### src/rtl/instr_encoder_if.sv
// Request/response bundle for the RV32 instruction encoder.
// The master side produces requests and consumes encoded words; the slave side is the encoder.
interface instr_encoder_if;
  logic        in_valid;
  logic        in_ready;
  logic [2:0]  in_fmt;
  logic [6:0]  in_opcode;
  logic [2:0]  in_funct3;
  logic [6:0]  in_funct7;
  logic [4:0]  in_rd;
  logic [4:0]  in_rs1;
  logic [4:0]  in_rs2;
  logic [31:0] in_imm;
  logic        out_valid;
  logic        out_ready;
  logic [31:0] out_instr;
  logic        out_last;
  logic        err;

  modport master (
    output in_valid, in_fmt, in_opcode, in_funct3, in_funct7,
           in_rd, in_rs1, in_rs2, in_imm, out_ready,
    input  in_ready, out_valid, out_instr, out_last, err
  );

  modport slave (
    input  in_valid, in_fmt, in_opcode, in_funct3, in_funct7,
           in_rd, in_rs1, in_rs2, in_imm, out_ready,
    output in_ready, out_valid, out_instr, out_last, err
  );
endinterface

### src/rtl/instr_encoder.sv
// Packs raw RV32 fields into instruction words; expands the LI pseudo-op into
// ADDI, LUI, or LUI+ADDI with a one-word output register and valid/ready flow control.
//
// state  | meaning
// IDLE   | accepting requests; output register may hold a word
// SECOND | LUI of a two-word LI is held; ADDI loads once LUI is consumed
module instr_encoder (
  input  logic          clk,
  input  logic          rst,
  instr_encoder_if.slave bus
);

  typedef enum logic {IDLE, SECOND} state_t;

  state_t      r_state;
  logic        r_out_valid;
  logic [31:0] r_out_instr;
  logic        r_out_last;
  logic        r_err;
  logic [31:0] r_pend;

  logic        w_accept;
  logic        w_consume;
  logic        w_illegal;
  logic        w_fits;
  logic [19:0] w_hi;
  logic [31:0] w_word;
  logic        w_last;
  logic        w_two;
  logic [31:0] w_addi2;

  assign bus.in_ready  = (r_state == IDLE) && (!r_out_valid || bus.out_ready);
  assign bus.out_valid = r_out_valid;
  assign bus.out_instr = r_out_instr;
  assign bus.out_last  = r_out_last;
  assign bus.err       = r_err;

  assign w_accept  = bus.in_valid && bus.in_ready;
  assign w_consume = r_out_valid && bus.out_ready;
  assign w_illegal = (bus.in_fmt == 3'd7);

  // Immediate fits ADDI when bits 31:11 are all copies of bit 11.
  assign w_fits  = (bus.in_imm[31:11] == {21{bus.in_imm[11]}});
  // Upper part rounded so that the sign-extended ADDI low part lands on imm.
  assign w_hi    = bus.in_imm[31:12] + {19'd0, bus.in_imm[11]};
  assign w_addi2 = {bus.in_imm[11:0], bus.in_rd, 3'b000, bus.in_rd, 7'b0010011};

  always_comb begin
    w_word = 32'd0;
    w_last = 1'b1;
    w_two  = 1'b0;
    case (bus.in_fmt)
      3'd0: w_word = {bus.in_funct7, bus.in_rs2, bus.in_rs1, bus.in_funct3, bus.in_rd, bus.in_opcode};
      3'd1: w_word = {bus.in_imm[11:0], bus.in_rs1, bus.in_funct3, bus.in_rd, bus.in_opcode};
      3'd2: w_word = {bus.in_imm[11:5], bus.in_rs2, bus.in_rs1, bus.in_funct3,
                      bus.in_imm[4:0], bus.in_opcode};
      3'd3: w_word = {bus.in_imm[12], bus.in_imm[10:5], bus.in_rs2, bus.in_rs1, bus.in_funct3,
                      bus.in_imm[4:1], bus.in_imm[11], bus.in_opcode};
      3'd4: w_word = {bus.in_imm[31:12], bus.in_rd, bus.in_opcode};
      3'd5: w_word = {bus.in_imm[20], bus.in_imm[10:1], bus.in_imm[11], bus.in_imm[19:12],
                      bus.in_rd, bus.in_opcode};
      3'd6: begin
        if (w_fits) begin
          w_word = {bus.in_imm[11:0], 5'd0, 3'b000, bus.in_rd, 7'b0010011};
        end else begin
          w_word = {w_hi, bus.in_rd, 7'b0110111};
          if (bus.in_imm[11:0] != 12'd0) begin
            w_two  = 1'b1;
            w_last = 1'b0;
          end
        end
      end
      default: ;
    endcase
  end

  always_ff @(posedge clk or posedge rst) begin
    if (rst) begin
      r_state     <= IDLE;
      r_out_valid <= 1'b0;
      r_out_instr <= 32'd0;
      r_out_last  <= 1'b0;
      r_err       <= 1'b0;
      r_pend      <= 32'd0;
    end else begin
      r_err <= w_accept && w_illegal;
      case (r_state)
        IDLE: begin
          if (w_accept && !w_illegal) begin
            r_out_valid <= 1'b1;
            r_out_instr <= w_word;
            r_out_last  <= w_last;
            if (w_two) begin
              r_pend  <= w_addi2;
              r_state <= SECOND;
            end
          end else if (w_consume) begin
            r_out_valid <= 1'b0;
          end
        end
        SECOND: begin
          if (w_consume) begin
            r_out_valid <= 1'b1;
            r_out_instr <= r_pend;
            r_out_last  <= 1'b1;
            r_state     <= IDLE;
          end
        end
        default: r_state <= IDLE;
      endcase
    end
  end

endmodule

### src/flat_wrapper.sv
// flat-port wrapper written by rule: the top's interface ports become plain ports
module instr_encoder_flat 
  (clk, rst, bus_in_valid, bus_in_fmt, bus_in_opcode, bus_in_funct3, bus_in_funct7, bus_in_rd, bus_in_rs1, bus_in_rs2, bus_in_imm, bus_out_ready, bus_in_ready, bus_out_valid, bus_out_instr, bus_out_last, bus_err);
  instr_encoder_if bus_i ();
  input  logic clk;
  input  logic rst;
  input wire logic [$bits(bus_i.in_valid)-1:0] bus_in_valid;
  input wire logic [$bits(bus_i.in_fmt)-1:0] bus_in_fmt;
  input wire logic [$bits(bus_i.in_opcode)-1:0] bus_in_opcode;
  input wire logic [$bits(bus_i.in_funct3)-1:0] bus_in_funct3;
  input wire logic [$bits(bus_i.in_funct7)-1:0] bus_in_funct7;
  input wire logic [$bits(bus_i.in_rd)-1:0] bus_in_rd;
  input wire logic [$bits(bus_i.in_rs1)-1:0] bus_in_rs1;
  input wire logic [$bits(bus_i.in_rs2)-1:0] bus_in_rs2;
  input wire logic [$bits(bus_i.in_imm)-1:0] bus_in_imm;
  input wire logic [$bits(bus_i.out_ready)-1:0] bus_out_ready;
  output wire logic [$bits(bus_i.in_ready)-1:0] bus_in_ready;
  output wire logic [$bits(bus_i.out_valid)-1:0] bus_out_valid;
  output wire logic [$bits(bus_i.out_instr)-1:0] bus_out_instr;
  output wire logic [$bits(bus_i.out_last)-1:0] bus_out_last;
  output wire logic [$bits(bus_i.err)-1:0] bus_err;
  assign bus_i.in_valid = bus_in_valid;
  assign bus_i.in_fmt = bus_in_fmt;
  assign bus_i.in_opcode = bus_in_opcode;
  assign bus_i.in_funct3 = bus_in_funct3;
  assign bus_i.in_funct7 = bus_in_funct7;
  assign bus_i.in_rd = bus_in_rd;
  assign bus_i.in_rs1 = bus_in_rs1;
  assign bus_i.in_rs2 = bus_in_rs2;
  assign bus_i.in_imm = bus_in_imm;
  assign bus_i.out_ready = bus_out_ready;
  assign bus_in_ready = bus_i.in_ready;
  assign bus_out_valid = bus_i.out_valid;
  assign bus_out_instr = bus_i.out_instr;
  assign bus_out_last = bus_i.out_last;
  assign bus_err = bus_i.err;
  instr_encoder u_core (.clk(clk), .rst(rst), .bus(bus_i));
endmodule
### config.mk
export PLATFORM = sky130hd
export DESIGN_NAME = instr_encoder_flat
export DESIGN_NICKNAME = d
export VERILOG_FILES = /design/src/rtl/instr_encoder_if.sv /design/src/rtl/instr_encoder.sv /design/src/flat_wrapper.sv
export SDC_FILE = /design/constraint.sdc
export NUM_CORES = 1
export LEC_CHECK = 0
export CORE_AREA = 2 2 96 98
export CTS_CLUSTER_SIZE = 14
export DETAILED_ROUTE_END_ITERATION = 16
export DIE_AREA = 0 0 98 100
export PLACE_DENSITY = 0.76
export SLEW_MARGIN = 10
export SYNTH_ARGS = -nofsm -noshare
export SYNTH_HDL_FRONTEND = slang
export SYNTH_SLANG_ARGS = --single-unit
export TNS_END_PERCENT = 5
### constraint.sdc
create_clock -name clk -period 1.95 [get_ports clk]
set_input_delay 0.195 -clock clk [delete_from_list [all_inputs] [get_ports clk]]
set_output_delay 0.195 -clock clk [all_outputs]
set_load 0.01 [all_outputs]
==> summary.txt <==
Run status
  – Outcome: finished clean

Timing
  – Final period util: 99.5%
  – Worst Tran Pin Value: approximately 0.45 ns
  – Clock skew: between 0.006 and 0.007 ns
  – Setup violators final: 0
  – Fmax: slightly above 0.5 GHz
  – Final Hold Viols: 0
  – Count of pins over their slew limit: 0
  – Crit path time final: ~1.9 ns
  – RSZ-0062 raised after global routing: yes
  – Relative slew margins: a little over two thirds

Logic synthesis
  – Syn Std Cell Area: 3760 um2
  – Main synth FF type: dfrtp_1
  – Post-synthesis sequential area ratio: between 30% and 40%
  – Synth cell types: 59
  – Xor and xnor fraction of the mapped netlist area: under 10%
  – Syn Inst Count: 420
  – Multiplexer share of the synthesized area: under 10%
  – Synth area leader: dfrtp_1
  – Mean Syn Cell Area: between 8 and 9 um2
  – #FFs+latches synth: 54
  – Largest family of logic cells by synthesized area: simple AND/OR/NAND/NOR gates
  – YS warnings: 0
  – Post-synth EDFFs: 0
  – Syn Nets: approximately 490
  – Simple-Gate Fraction of Synth Area: about a quarter
  – Complex-gate fraction of the synthesized area: between 20% and 30%
  – Synth Area in Adders: 0.665%
  – Yosys top cell area share: 35.9%
  – Async S/R FF share, synth: 100%
  – Top post-synthesis cells by area: dfrtp_1 (36%), mux2_4 (6.8%), nand2_1 (4.5%)

Place
  – GPL Wtd Cong: 0.970
  – Hpwl dp: about 11 mm
  – Inst Count DP: 704
  – Port Buf Inserts: roughly 110

Final layout
  – Antenna Cells: 0
  – Most frequent cells in the layout: buf_4 (99), clkdlybuf4s50_1 (86), dfrtp_1 (54)
  – Layout cells sized above 1: 26.3%
  – Nets: between 600 and 700
  – Finished Layout Cells: about 720
  – Synth-to-Final Area Change: 56.0%
  – Fill cells: roughly 730
  – Commonest non-fill, non-tap cell in the layout: buf_4

Clocking
  – Clk slew on worst S/H paths: approximately 0.10 ns
  – Worst-Skew Late Latency: between 0.3 and 0.4 ns
  – TritonCTS clock tree: done
  – Clk buf depth: 2
  – Sink Count: 54
  – Clk root buf: clkbuf_8
  – Post-CTS Hold Buffers: 0
  – H-tree levels: 2
  – TritonCTS Buffers: 5

Worst setup path
  – Reg2Reg Setup Slack: approximately 0.15 ns
  – Max incr delay on CP: around 0.4 ns
  – Critical path endpoint category: flop
  – Crit path max fanout: 6
  – CP Data Required Time: approximately 2.2 ns
  – Crit path max-delay family: buffers and inverters
  – Critical path type: input port to flop
  – Critical path's slowest cell: clkdlybuf4s50_1
  – Crit path cell chain: clkdlybuf4s50_1 > nor4_1 > nand2_1 > a221oi_4 > buf_6 > nor3_4 > buf_4 > buf_12 > mux2_4
  – Arrival @ worst endpoint: between 2 and 2.5 ns
  – Crit start category: input port
  – Bufs and invs on worst path: 4

Routing
  – Routed Antenna Nets: 0
  – Routed vias: 4173
  – Vias per inst: ~5.8
  – Wire per inst: roughly 19 um
  – Initial DRC count: 278
  – Drt drc: 0
  – Drt first pass iters: 5
  – Final WL: ~14 mm

Global route
  – First-pass GRT wire length: between 20 and 25 mm
  – Largest net degree at the start of global routing: 24
  – M1 GR Usage: 38.4%
  – Grt ovf: 0
  – Most used routing layer: met2
  – Initial antenna violation count: 0
  – Vias in the first global route: between 4000 and 5000
  – M2 GR Usage: about 46%
  – Met3 Use GR: 4.46%
  – Overall routing resource usage: about 28%

Power and ir drop
  – LEAKAGE: around 2.5 nW
  – Sw Share: 34.1%
  – Comb pwr share: 45.9%
  – Reg power frac: a little under two fifths
  – Peak VDD IR: roughly 0.44 mV
  – PD cells: roughly 810 nW/um2
  – Pint: between 3 and 4 mW
  – Total power: between 4 and 5 mW
  – Switching power: between 1.5 and 2 mW
  – Clock share of power: 16.3%

Die
  – Chip width: a little under 100 um
  – Core ar.: between 8000 and 9000 um2
  – Total die area: roughly 9800 um2
  – IO Pins: between 100 and 150
  – FP Rows: 35
  – Starting Density: between 40% and 50%
  – Die Height: 100 um

Min path
  – Worst min-delay path class: input port to asynchronous set/reset pin

Flow run
  – Max Cap Viol: 0
==> sequential cells by signal (all words and copies together) (netlist names) <==
signal	cells
u_core.r_state	1
u_core.bus.out_valid	1
u_core.bus.err	1
u_core.bus.out_instr	32
u_core.r_pend	18
u_core.bus.out_last	1
==> path summary, 6_finish.rpt <==
kind                                  start                       end  cells after the start
min in group clk             bus_in_imm[15]  u_core.bus.out_instr[15]                      4
max in group asynchronous               rst         u_core.r_pend[17]                      3
setup reg to reg             u_core.r_state  u_core.bus.out_instr[31]                      7
setup / recovery             bus_in_imm[14]         u_core.r_pend[16]                      9
hold reg to reg            u_core.r_pend[4]          u_core.r_pend[4]                      1
hold / removal                          rst  u_core.bus.out_instr[25]                      2
==> timing repair <==
action,CTS,global route
hold endpoints to repair,0,0
buffers inserted,5,1
gates resized for setup,20,18
pin swaps,11,7
cloned,1,0
endpoints found under the setup margin,18,33
==> layer usage <==
layer | part of all wire [%] | up-vias
met4 | 2.7 | 0
met1 | 43 | 1981
met2 | 47 | 216
li1 | - | 1947
met5 | 0 | -
met3 | 7.3 | 29
==> cell families (layout without fill, tap and decap cells) <==
family	Yosys count	count (layout)
AND/OR/NAND/NOR	171	171
AO/OA/AOI/OAI	109	109
flip-flops	54	54
buffers and inverters	41	229
multiplexers	23	23
XOR/XNOR	20	20
adder cells (fa/ha/maj)	2	2
==> through the flow <==
step | setup TNS (ns) | hold WS (ns) | utilization (%) | cell area (um2) | setup WS [ns]
detailed placement | -11.92 | 0.466 | 62.8 | 5580 | -0.361
finish | 0 | 0.179 | 66.0 | 5870 | 0.00969
global route | -0.384 | 0.211 | 66.0 | 5870 | -0.0482
floorplan | 0 | 0.319 | - | 3760 | 0.116
CTS | 0 | 0.197 | 65.0 | 5780 | 0.00684
global placement | -11.89 | 0.450 | 62.8 | 5580 | -0.373
==> power by group through the flow <==
stage	Sequential (mW)	Combinational (mW)	Clock (mW)
final	1.80	2.19	0.775
after detailed placement	1.80	2.16	0
after floorplan	1.86	0.908	0
after global placement	1.79	2.11	0
after global routing	1.84	2.35	0.828
after CTS	1.79	2.17	0.776
==> cells in the mapped netlist (all sizes together), types with 5 or more instances <==
master   instances
nand3b           7
nor4            12
o21ai           22
buf             21
a221o            6
o221ai           7
mux2            19
clkbuf          11
dfrtp           54
xnor2           14
o211ai           5
nor3            10
or3b             5
a221oi           8
nand2           46
nor2            31
inv              9
o2bb2ai          7
xor2             6
nand4           17
a21oi           19
nand3           22
o31ai            6
==> area by class of cell <==
type                    instances  area [um2]  area share [%]
multi-input cells             325        2290            39.1
repair buffers                212        1940            33.0
flip-flops and latches         54        1350            23.0
well taps                     111         139            2.37
clock buffers                   5        68.8            1.17
clock inverters                 3        43.8           0.747
inverters                       9        33.8           0.576
(Power assumes the default switching activity.)
==> RTL change, RTL diff (config.mk and constraints unchanged) <==
Reset style: synchronous (`rst`), changed in one clocked block.
--- a/src/rtl/instr_encoder.sv
+++ b/src/rtl/instr_encoder.sv
@@ -74,7 +74,7 @@
     endcase
   end
 
-  always_ff @(posedge clk or posedge rst) begin
+  always_ff @(posedge clk) begin
     if (rst) begin
       r_state     <= IDLE;
       r_out_valid <= 1'b0;
Function: differs if rst is asserted again (counterexample within 4 cycles, from zero or initial values and one cycle with rst high); with rst held inactive, the same outputs for 10 cycles.
==> RTL change against the unedited design <==
  * The run now ends with negative setup slack left
  * Count of clock-buffer cells in the layout is the same
  * Wire length shrank 5.0%
  * Synthesized area shrank 8.5%
  * Hold slack gained 0.14 ns
  * Sequential cell count is the same
  * Worst setup slack lost 0.13 ns
  * Cell area shrank 8.0%
  * First-iteration DRC count grew 42%
  * Critical endpoint is now u_core.bus.out_instr[23]
Power is not compared: it rests on default switching activity, and its combinational part moved more than twofold at a synthesized area within 25%.
==> RTL change: results <==
[synthesis]
syn_nets = 503
synth-async-reset-ratio = 0
synth_area_leaders = "dfxtp_1, mux2i_1, nor2_1, nand2_1, xnor2_1"
synth-compound-area-share = 0.236
yosys.area_share.adder = 0.00728
synthTopCellsByCount = "dfxtp_1, nor2_1, nand2_1, mux2i_1"
synthXorXnorAreaFrac = 0.0509

[critical_path]
arrival_ns = 2.25
crit_path_max_incr_delay_ns = 0.52
crit_fanout = 7
cp_slowest_cell = "or4b_4"

[cts]
clkTransAtPathRegs_ns = 0.12

[sta]
worst_slew_pin_slew_ns = 0.642
setup_slack_ns = -0.115
setup_violations = 27

[placement]
place_area_um2 = 5250
dp_hpwl_um = 10100
gp_congestion = 0.905

[cells_and_area]
multi_input_area_um2 = 2220
nets = 683
drive_gt1_frac = 0.242
fillers = 809

[grt]
grt_max_degree = 51
grtUsageMet2 = 0.460
grt.total_usage = 0.263
grt.met3_usage = 0.0348

[run_status]
violations = "negative setup slack"
status = "finished, violations left"

[hold_path]
hp-class = "in -> reg"

[detailed_routing]
dr_wl_met2_um = 6500
wl_met1_um = 5570
wl_um = 13100
[RTL change: per-stage QoR]
| step | setup WS, ns | cells |
|---|---|---|
| after floorplan | -0.196 | 430 |
| after global placement | -0.703 | 711 |
| after detailed placement | -0.798 | 711 |
| after CTS | -0.101 | 722 |
| after global routing | -0.178 | 722 |
| final | -0.115 | 722 |
[RTL change: final timing paths]
| path | from | endpoint | slack [ns] | depth (start not counted) |
|---|---|---|---|---|
| worst max-delay path | bus_in_imm[18] | u_core.bus.out_instr[23] | -0.12 | 8 |
| worst min-delay path | rst | u_core.bus.out_instr[28] | 0.32 | 5 |
| worst max register to register | u_core.r_state | u_core.r_pend[18] | 0.05 | 7 |
| worst min register to register | u_core.bus.out_instr[12] | u_core.bus.out_instr[12] | 0.47 | 2 |
[RTL change: what timing repair did]
item / 4_1_cts / 5_1_grt
pin swaps: 12 / 1
setup endpoints to repair: 41 / 35
cloned: 0 / 0
resized for setup: 64 / 2
setup buffers: 3 / 0
hold buffers: 0 / 0
[RTL change: cells by family (layout without fill, tap and decap cells)]
| family | Yosys count | in the layout |
|---|---|---|
| AO/OA/AOI/OAI | 110 | 110 |
| XOR/XNOR | 20 | 20 |
| adder cells (fa/ha/maj) | 2 | 2 |
| buffers and inverters | 46 | 227 |
| flip-flops | 54 | 54 |
| multiplexers | 30 | 30 |
| AND/OR/NAND/NOR | 168 | 168 |
[RTL change: where the power goes]
group | total, mW | switching [mW] | internal, mW
Clock | 0.818 | 0.426 | 0.392
Sequential | 1.20 | 0.0375 | 1.16
Combinational | 0.904 | 0.422 | 0.482
Total | 2.92 | 0.885 | 2.04
[RTL change: cell type report]
class	count	share of cell area
clock buffers	5	0.0128
inverters	14	0.00974
multi-input cells	330	0.412
flip-flops and latches	54	0.200
repair buffers	205	0.330
clock inverters	3	0.00904
well taps	111	0.0257
